$ cat src/rtl/adder_seq_ctrl.sv
// ============================================================================
// adder_seq_ctrl : byte-serial multi-byte adder on one shared 8-bit adder
// Revision: 1.0
// ============================================================================
`default_nettype none

module adder_8bit (
    input  logic [7:0] a,
    input  logic [7:0] b,
    input  logic       carry_in,
    output logic [7:0] sum,
    output logic       overflow
);
    logic [8:0] w_full;

    assign w_full   = {1'b0, a} + {1'b0, b} + {8'd0, carry_in};
    assign sum      = w_full[7:0];
    assign overflow = w_full[8];
endmodule

module adder_seq_ctrl #(
    parameter int NUM_BYTES = 4
) (
    input  logic                   clk,
    input  logic                   rst,
    input  logic                   start,
    input  logic [8*NUM_BYTES-1:0] a,
    input  logic [8*NUM_BYTES-1:0] b,
    input  logic                   carry_in,
    output logic                   busy,
    output logic                   done,
    output logic [8*NUM_BYTES-1:0] sum,
    output logic                   overflow
);
    localparam int W     = 8 * NUM_BYTES;
    localparam int IDX_W = (NUM_BYTES > 1) ? $clog2(NUM_BYTES) : 1;
    localparam logic [IDX_W-1:0] LAST_IDX = IDX_W'(NUM_BYTES - 1);

    typedef enum logic [1:0] {
        S_IDLE = 2'd0,
        S_ADD  = 2'd1,
        S_DONE = 2'd2
    } state_t;

    state_t           r_state;
    logic [W-1:0]     r_a;
    logic [W-1:0]     r_b;
    logic [W-1:0]     r_partial;
    logic [W-1:0]     r_sum;
    logic             r_carry;
    logic             r_ovf;
    logic             r_busy;
    logic             r_done;
    logic [IDX_W-1:0] r_idx;

    logic [IDX_W+2:0] w_shift;
    logic [7:0]       w_a_byte;
    logic [7:0]       w_b_byte;
    logic [7:0]       w_add_sum;
    logic             w_add_ovf;
    logic [W-1:0]     w_partial_next;

    assign w_shift  = {r_idx, 3'b000};
    assign w_a_byte = 8'(r_a >> w_shift);
    assign w_b_byte = 8'(r_b >> w_shift);

    adder_8bit u_adder (
        .a        (w_a_byte),
        .b        (w_b_byte),
        .carry_in (r_carry),
        .sum      (w_add_sum),
        .overflow (w_add_ovf)
    );

    // Partial sum with the current byte merged in, so the final edge can
    // publish the complete word in the same cycle it is formed.
    assign w_partial_next = (r_partial & ~(W'(8'hFF) << w_shift))
                          | (W'(w_add_sum) << w_shift);

    always_ff @(posedge clk) begin
        if (rst) begin
            r_state   <= S_IDLE;
            r_a       <= '0;
            r_b       <= '0;
            r_partial <= '0;
            r_sum     <= '0;
            r_carry   <= 1'b0;
            r_ovf     <= 1'b0;
            r_busy    <= 1'b0;
            r_done    <= 1'b0;
            r_idx     <= '0;
        end else begin
            case (r_state)
                S_IDLE: begin
                    r_done <= 1'b0;
                    if (start) begin
                        r_a     <= a;
                        r_b     <= b;
                        r_carry <= carry_in;
                        r_idx   <= '0;
                        r_busy  <= 1'b1;
                        r_state <= S_ADD;
                    end
                end
                S_ADD: begin
                    r_partial <= w_partial_next;
                    r_carry   <= w_add_ovf;
                    r_idx     <= r_idx + IDX_W'(1);
                    if (r_idx == LAST_IDX) begin
                        r_sum   <= w_partial_next;
                        r_ovf   <= w_add_ovf;
                        r_busy  <= 1'b0;
                        r_done  <= 1'b1;
                        r_state <= S_DONE;
                    end
                end
                S_DONE: begin
                    r_done  <= 1'b0;
                    r_state <= S_IDLE;
                end
                default: begin
                    r_busy  <= 1'b0;
                    r_done  <= 1'b0;
                    r_state <= S_IDLE;
                end
            endcase
        end
    end

    assign busy     = r_busy;
    assign done     = r_done;
    assign sum      = r_sum;
    assign overflow = r_ovf;
endmodule

`default_nettype wire

$ cat config.mk
export PLATFORM = sky130hd
export DESIGN_NAME = adder_seq_ctrl
export DESIGN_NICKNAME = d
export VERILOG_FILES = /design/src/rtl/adder_seq_ctrl.sv
export SDC_FILE = /design/constraint.sdc
export NUM_CORES = 1
export LEC_CHECK = 0
export CAP_MARGIN = 40
export CELL_PAD_IN_SITES_DETAIL_PLACEMENT = 0
export CELL_PAD_IN_SITES_GLOBAL_PLACEMENT = 1
export CORE_ASPECT_RATIO = 0.6
export CORE_MARGIN = 3
export CORE_UTILIZATION = 35
export DETAILED_ROUTE_END_ITERATION = 8
export GPL_TIMING_DRIVEN = 0
export MAX_ROUTING_LAYER = met4
export PLACE_DENSITY = 0.79
export SLEW_MARGIN = 10
export SYNTH_ARGS = -nofsm -noshare
export SYNTH_HDL_FRONTEND = slang
export SYNTH_SLANG_ARGS = --single-unit
export TNS_END_PERCENT = 30
$ cat constraint.sdc
create_clock -name clk -period 3.05 [get_ports clk]
set_input_delay 0.4575 -clock clk [delete_from_list [all_inputs] [get_ports clk]]
set_output_delay 0.4575 -clock clk [all_outputs]
set_load 0.02 [all_outputs]
# Word level (Yosys, flattened, before mapping)
# Cells that the tools add are included.
# op_classes
reduce_logical,8
n_bitwise,5
shifts,4
div,0
eq_ne,5
mux,10
add_sub_neg,3
mul,0
magnitude_cmp,0
# ops
op,count
32-bit by 5-bit right shift with 8-bit output,2
32-bit bitwise AND,1
32-bit inverter,1
32-bit OR,1
8-bit by 5-bit left shift with 32-bit output,1
8-bit by 5-bit left shift with 32-bit output (first input constant),1
8-bit by 8-bit adder with 9-bit output,1
9-bit by 1-bit adder with 9-bit output,1
2-bit case mux with 2 select lines,2
2-bit AND reduction,4
2-bit two-way mux,3
2-bit == test (second input constant),2
2-bit inequality test (second input constant),2
1-bit two-way mux,3
1-bit case mux with 3 select lines,1
3-bit AND reduction,1
2-bit by 1-bit adder with 2-bit output (second input constant),1
2-bit by 1-bit == test with 1-bit output (second input constant),1
2-bit logical NOT,1
1-bit inverter,2
1-bit case mux with 2 select lines,1
2-bit nonzero test,1
2-bit OR reduction,1
# word_totals
regBits,136
ram_bits,0
mem_bits_ro,0
memories,0
latchBits,0
out_inout_bits,35

# Longest topological paths before layout
# depth
depth_word,5
ltp_mapped,10

# Hierarchy
# From an unflattened synthesis, not the netlist that was laid out.
# hier_totals
cells_unflattened,608
area_unflattened_um2,5454.0
# by_module_without_submodules
module,area_per_inst_um2,cells_each,instances
adder_seq_ctrl,5122.4,566,1
adder_8bit,331.6,42,1

# Worst setup path after synthesis
# Ideal clock, no wire load.
# synth_path
path_kind,register to register
from,reg r_idx[1]
to,"reg r_sum[6], in the netlist sum[6]"
arrival_ps,3124
path_slack_ps,-192
synth_period_minus_slack_ps,3242
stages_incl_launch_ff,11
setup_ps,118
path_buffers,2
cell_sequence,dfxtp_1 -> buf_2 -> buf_1 -> mux4_2 -> fa_1 -> fa_1 -> a21o_1 -> a221oi_2 -> xnor2_2 -> a221oi_2 -> nor2_1
# synth_between
elab_chain_len,5
elab_cells_between_ends,11
# synth_lines
item,line,rtl
start: declaration,54,logic [IDX_W-1:0] r_idx;
start signal: assignment,108,r_idx <= r_idx + IDX_W'(1);
32-bit by 5-bit right shift with 8-bit output (on tied branches),"64, 65",
8-bit by 8-bit adder with 9-bit output,16,"assign w_full = {1'b0, a} + {1'b0, b} + {8'd0, carry_in};"
9-bit by 1-bit adder with 9-bit output,16,
8-bit by 5-bit left shift with 32-bit output,78,| (W'(w_add_sum) << w_shift);
32-bit OR,78,
end signal: assignment,110,r_sum <= w_partial_next;
end: declaration,49,logic [W-1:0] r_sum;
# Several ways; a longest one is shown, not always the timed one.
# A chain may end at the register's enable or synchronous reset.

# Final worst setup path
# layout_path
from,reg r_idx[0]
to,"reg r_sum[31], in the netlist sum[31]"
# Same word-level chain as after synthesis.

==> results.py <==
metrics = {
    "outcome": {
        "outcome": "finished, final reports clean",
    },
    "sta": {
        "finalHoldViolCount": 0,
        "report.final.setup_viol": 0,
        "fin_crit_ns": 3.000,
        "slew_violations": 0,
        "timing.final.crit_share_pct": 98.35,
        "slew_headroom_pct": 32.79,
        "max_freq_mhz": 333.4,
        "fin_skew_ns": 0.008223,
        "timing.hold.ws_ns": 0.4541,
        "rsz0062_at_grt": "yes",
        "worst-slew-pin-transition_ns": 1.000,
    },
    "routing": {
        "topRoutingLayerUsed": "met4",
        "wirelength_mm": 17.09,
        "drtIter0Drc": 457,
        "ant_nets": 0,
        "wl_met1_mm": 8.259,
        "route.met2.wl_mm": 7.232,
        "dr_total_vias": 5063,
        "vias_per_cell": 5.302,
        "drt-pass1-iter-count": 5,
        "wl_met3_mm": 1.415,
        "wl_per_cell_um": 17.89,
        "drc_errors": 0,
    },
    "cts": {
        "clockBufferDepth": 2,
        "htree_levels": 4,
        "cts.clk_slew.worst_paths_ns": 0.06,
        "holdBufCountCts": 0,
        "clock_sinks": 128,
        "clock_latency_ns": 0.42,
        "cts_tree": "done",
        "cts.root.buffer_cell": "clkbuf_16",
        "cts_buffers": 17,
    },
    "global_route": {
        "grt_pass1_wl_mm": 26.26,
        "grt_usage_pct": 21.24,
        "grt_pass1_vias": 4889,
        "antenna_found_initial": 0,
        "grt_start_max_net_pins": 17,
        "grt-ovfl-total": 0,
    },
    "floorplanning": {
        "dieArea_sq_mm": 0.01677,
        "die_w_um": 165.2,
        "start_util_pct": 36.26,
        "num_io_pins": 103,
        "rows": 34,
        "die-height_um": 101.5,
        "fp.coreArea_sq_mm": 0.01468,
    },
    "logic_synthesis": {
        "seq_area_frac_synth_pct": 48.15,
        "netlist_area_sq_mm": 0.005321,
        "synth_cell_type_count": 36,
        "netlist_instances": 611,
        "avgSynthCellArea_sq_um": 8.709,
        "syn_nets": 692,
        "yosysWarnings": 0,
        "yosys_register_bits": 128,
    },
    "final_layout": {
        "area_growth_pct": 39.43,
        "diodes": 0,
        "final_layout_size_suffix_gt1_share_pct": 11.62,
        "final_cell_mix": "nand2_1, dfxtp_1, clkdlybuf4s50_1",
        "final_common_cell": "nand2_1",
        "fin_nets": 825,
        "final_util_pct": 50.55,
        "fin_cells": 955,
    },
    "pwr": {
        "leakage_nw": 2.768,
        "ir_drop_uv": 315.3,
        "pwr_density_cell_mw_per_mm2": 600.6,
    },
    "critical_path": {
        "start_kind": "register",
        "crit_path_max_fanout": 10,
        "path_class": "register to register",
        "required_ns": 3.38,
        "end_kind": "register",
        "arrival_ns": 3.33,
    },
    "placed_design": {
        "place_congestion": 0.8499,
        "dpl.cell_count": 911,
        "port_buffers": 102,
        "dpl.hpwl_mm": 12.57,
    },
    "run": {
        "cap_violations": 0,
    },
    "min_path": {
        "min_path_type": "register to register",
    },
}
-- report_power, final --
group	internal, mW	switching, mW	leakage (nW)
Combinational	0.238	0.326	1.43
Sequential	1.74	0.0424	1.04
Clock	1.30	0.814	0.295
Total	3.27	1.18	2.77
-- kinds of logic (layout without fill, tap and decap cells) --
logic type	Yosys count	after routing	synth area share, %
AND/OR/NAND/NOR	227	227	17.00
flip-flops	128	128	48.15
buffers and inverters	48	194	3.574
multiplexers	16	16	6.772
adder cells (fa/ha/maj)	13	13	3.339
XOR/XNOR	5	5	0.9642
AO/OA/AOI/OAI	174	174	20.20
-- stage by stage --
step / instance area, sq um / power, mW / setup WS, ns / setup TNS, ns
2_1_floorplan: 5344 / 2.103 / 0.01608 / 0
3_3_place_gp: 6613 / 2.318 / -0.4835 / -9.447
3_5_place_dp: 6613 / 2.333 / -0.5409 / -11.83
4_1_cts: 7322 / 4.466 / 0.01368 / 0
5_1_grt: 7420 / 4.611 / -0.06415 / -0.5232
6_report: 7420 / 4.456 / 0.05019 / 0
-- registers in the layout, indices dropped and copies added (netlist names) --
name	cells
overflow	1
busy	1
r_idx	2
done	1
r_carry	1
r_state	2
r_b	32
r_partial	24
sum	32
r_a	32
-- cell type report --
type | instances | area, sq um
Tap cell | 198 | 247.7
Buffer | 42 | 216.5
Multi-Input combinational cell | 435 | 2644
Fill cell | 1355 | 7257
Clock inverter | 15 | 185.2
Clock buffer | 17 | 425.4
Sequential cell | 128 | 2570
Timing Repair Buffer | 114 | 1109
Inverter | 6 | 22.52
-- metal layers --
metal | vias to the layer above | global-route usage [%]
met4 | 0 | 5.863
met2 | 206 | 29.79
met1 | 2428 | 30.67
li1 | 2412 | -
met3 | 17 | 4.659
met5 | - | -
-- worst max-delay path: stages, from the launching register on --
cell	delay, ns
dfxtp_4	0.37
buf_4	0.24
mux4_2	0.61
ha_1	0.43
o211ai_1	0.17
o21bai_2	0.28
and4b_1	0.39
nor2_1	0.11
o41ai_2	0.30
-- timing repair --
action                     in CTS  in global routing
setup endpoints to repair      46                 28
setup buffers                   2                  9
gates resized for setup        19                  6
pin swaps                       4                  2
-- cells in the mapped netlist, drive strengths merged --
| master | instances | share of area [%] |
|---|---|---|
| nand2 | 145 | 10 |
| dfxtp | 128 | 48 |
| a21oi | 89 | 8.4 |
| nor2 | 53 | 3.7 |
| o21ai | 28 | 2.6 |
| clkbuf | 27 | 1.9 |
| a22oi | 20 | 2.8 |
| a221oi | 18 | 3.4 |
| mux4 | 16 | 6.8 |
| buf | 15 | 1.2 |
| ha | 11 | 2.6 |
| nand3 | 10 | 0.94 |
| nor3 | 9 | 0.85 |
| a211oi | 7 | 0.99 |
| inv | 6 | 0.42 |
| a21o | 3 | 0.42 |
| xnor2 | 3 | 0.63 |
| a32oi | 2 | 0.33 |
| and2 | 2 | 0.24 |
| and3 | 2 | 0.24 |
| fa | 2 | 0.75 |
| nand2b | 2 | 0.24 |
| nor2b | 2 | 0.24 |
| o21bai | 2 | 0.28 |
| xor2 | 2 | 0.33 |
| a2bb2oi | 1 | 0.16 |
| a311oi | 1 | 0.16 |
| and4b | 1 | 0.19 |
| o211ai | 1 | 0.14 |
| o21a | 1 | 0.14 |
| o41ai | 1 | 0.31 |
| or3 | 1 | 0.12 |
-- worst paths after layout --
| kind | from | endpoint | slack (ns) | depth (start not counted) |
|---|---|---|---|---|
| max | r_idx[0] | sum[31] | 0.05 | 8 |
| min | r_b[18] | r_b[18] | 0.45 | 2 |
| min reg2reg | r_b[18] | r_b[18] | 0.45 | 2 |
| max reg2reg | r_idx[0] | sum[31] | 0.05 | 8 |
Power figures use the tool's default switching activity.
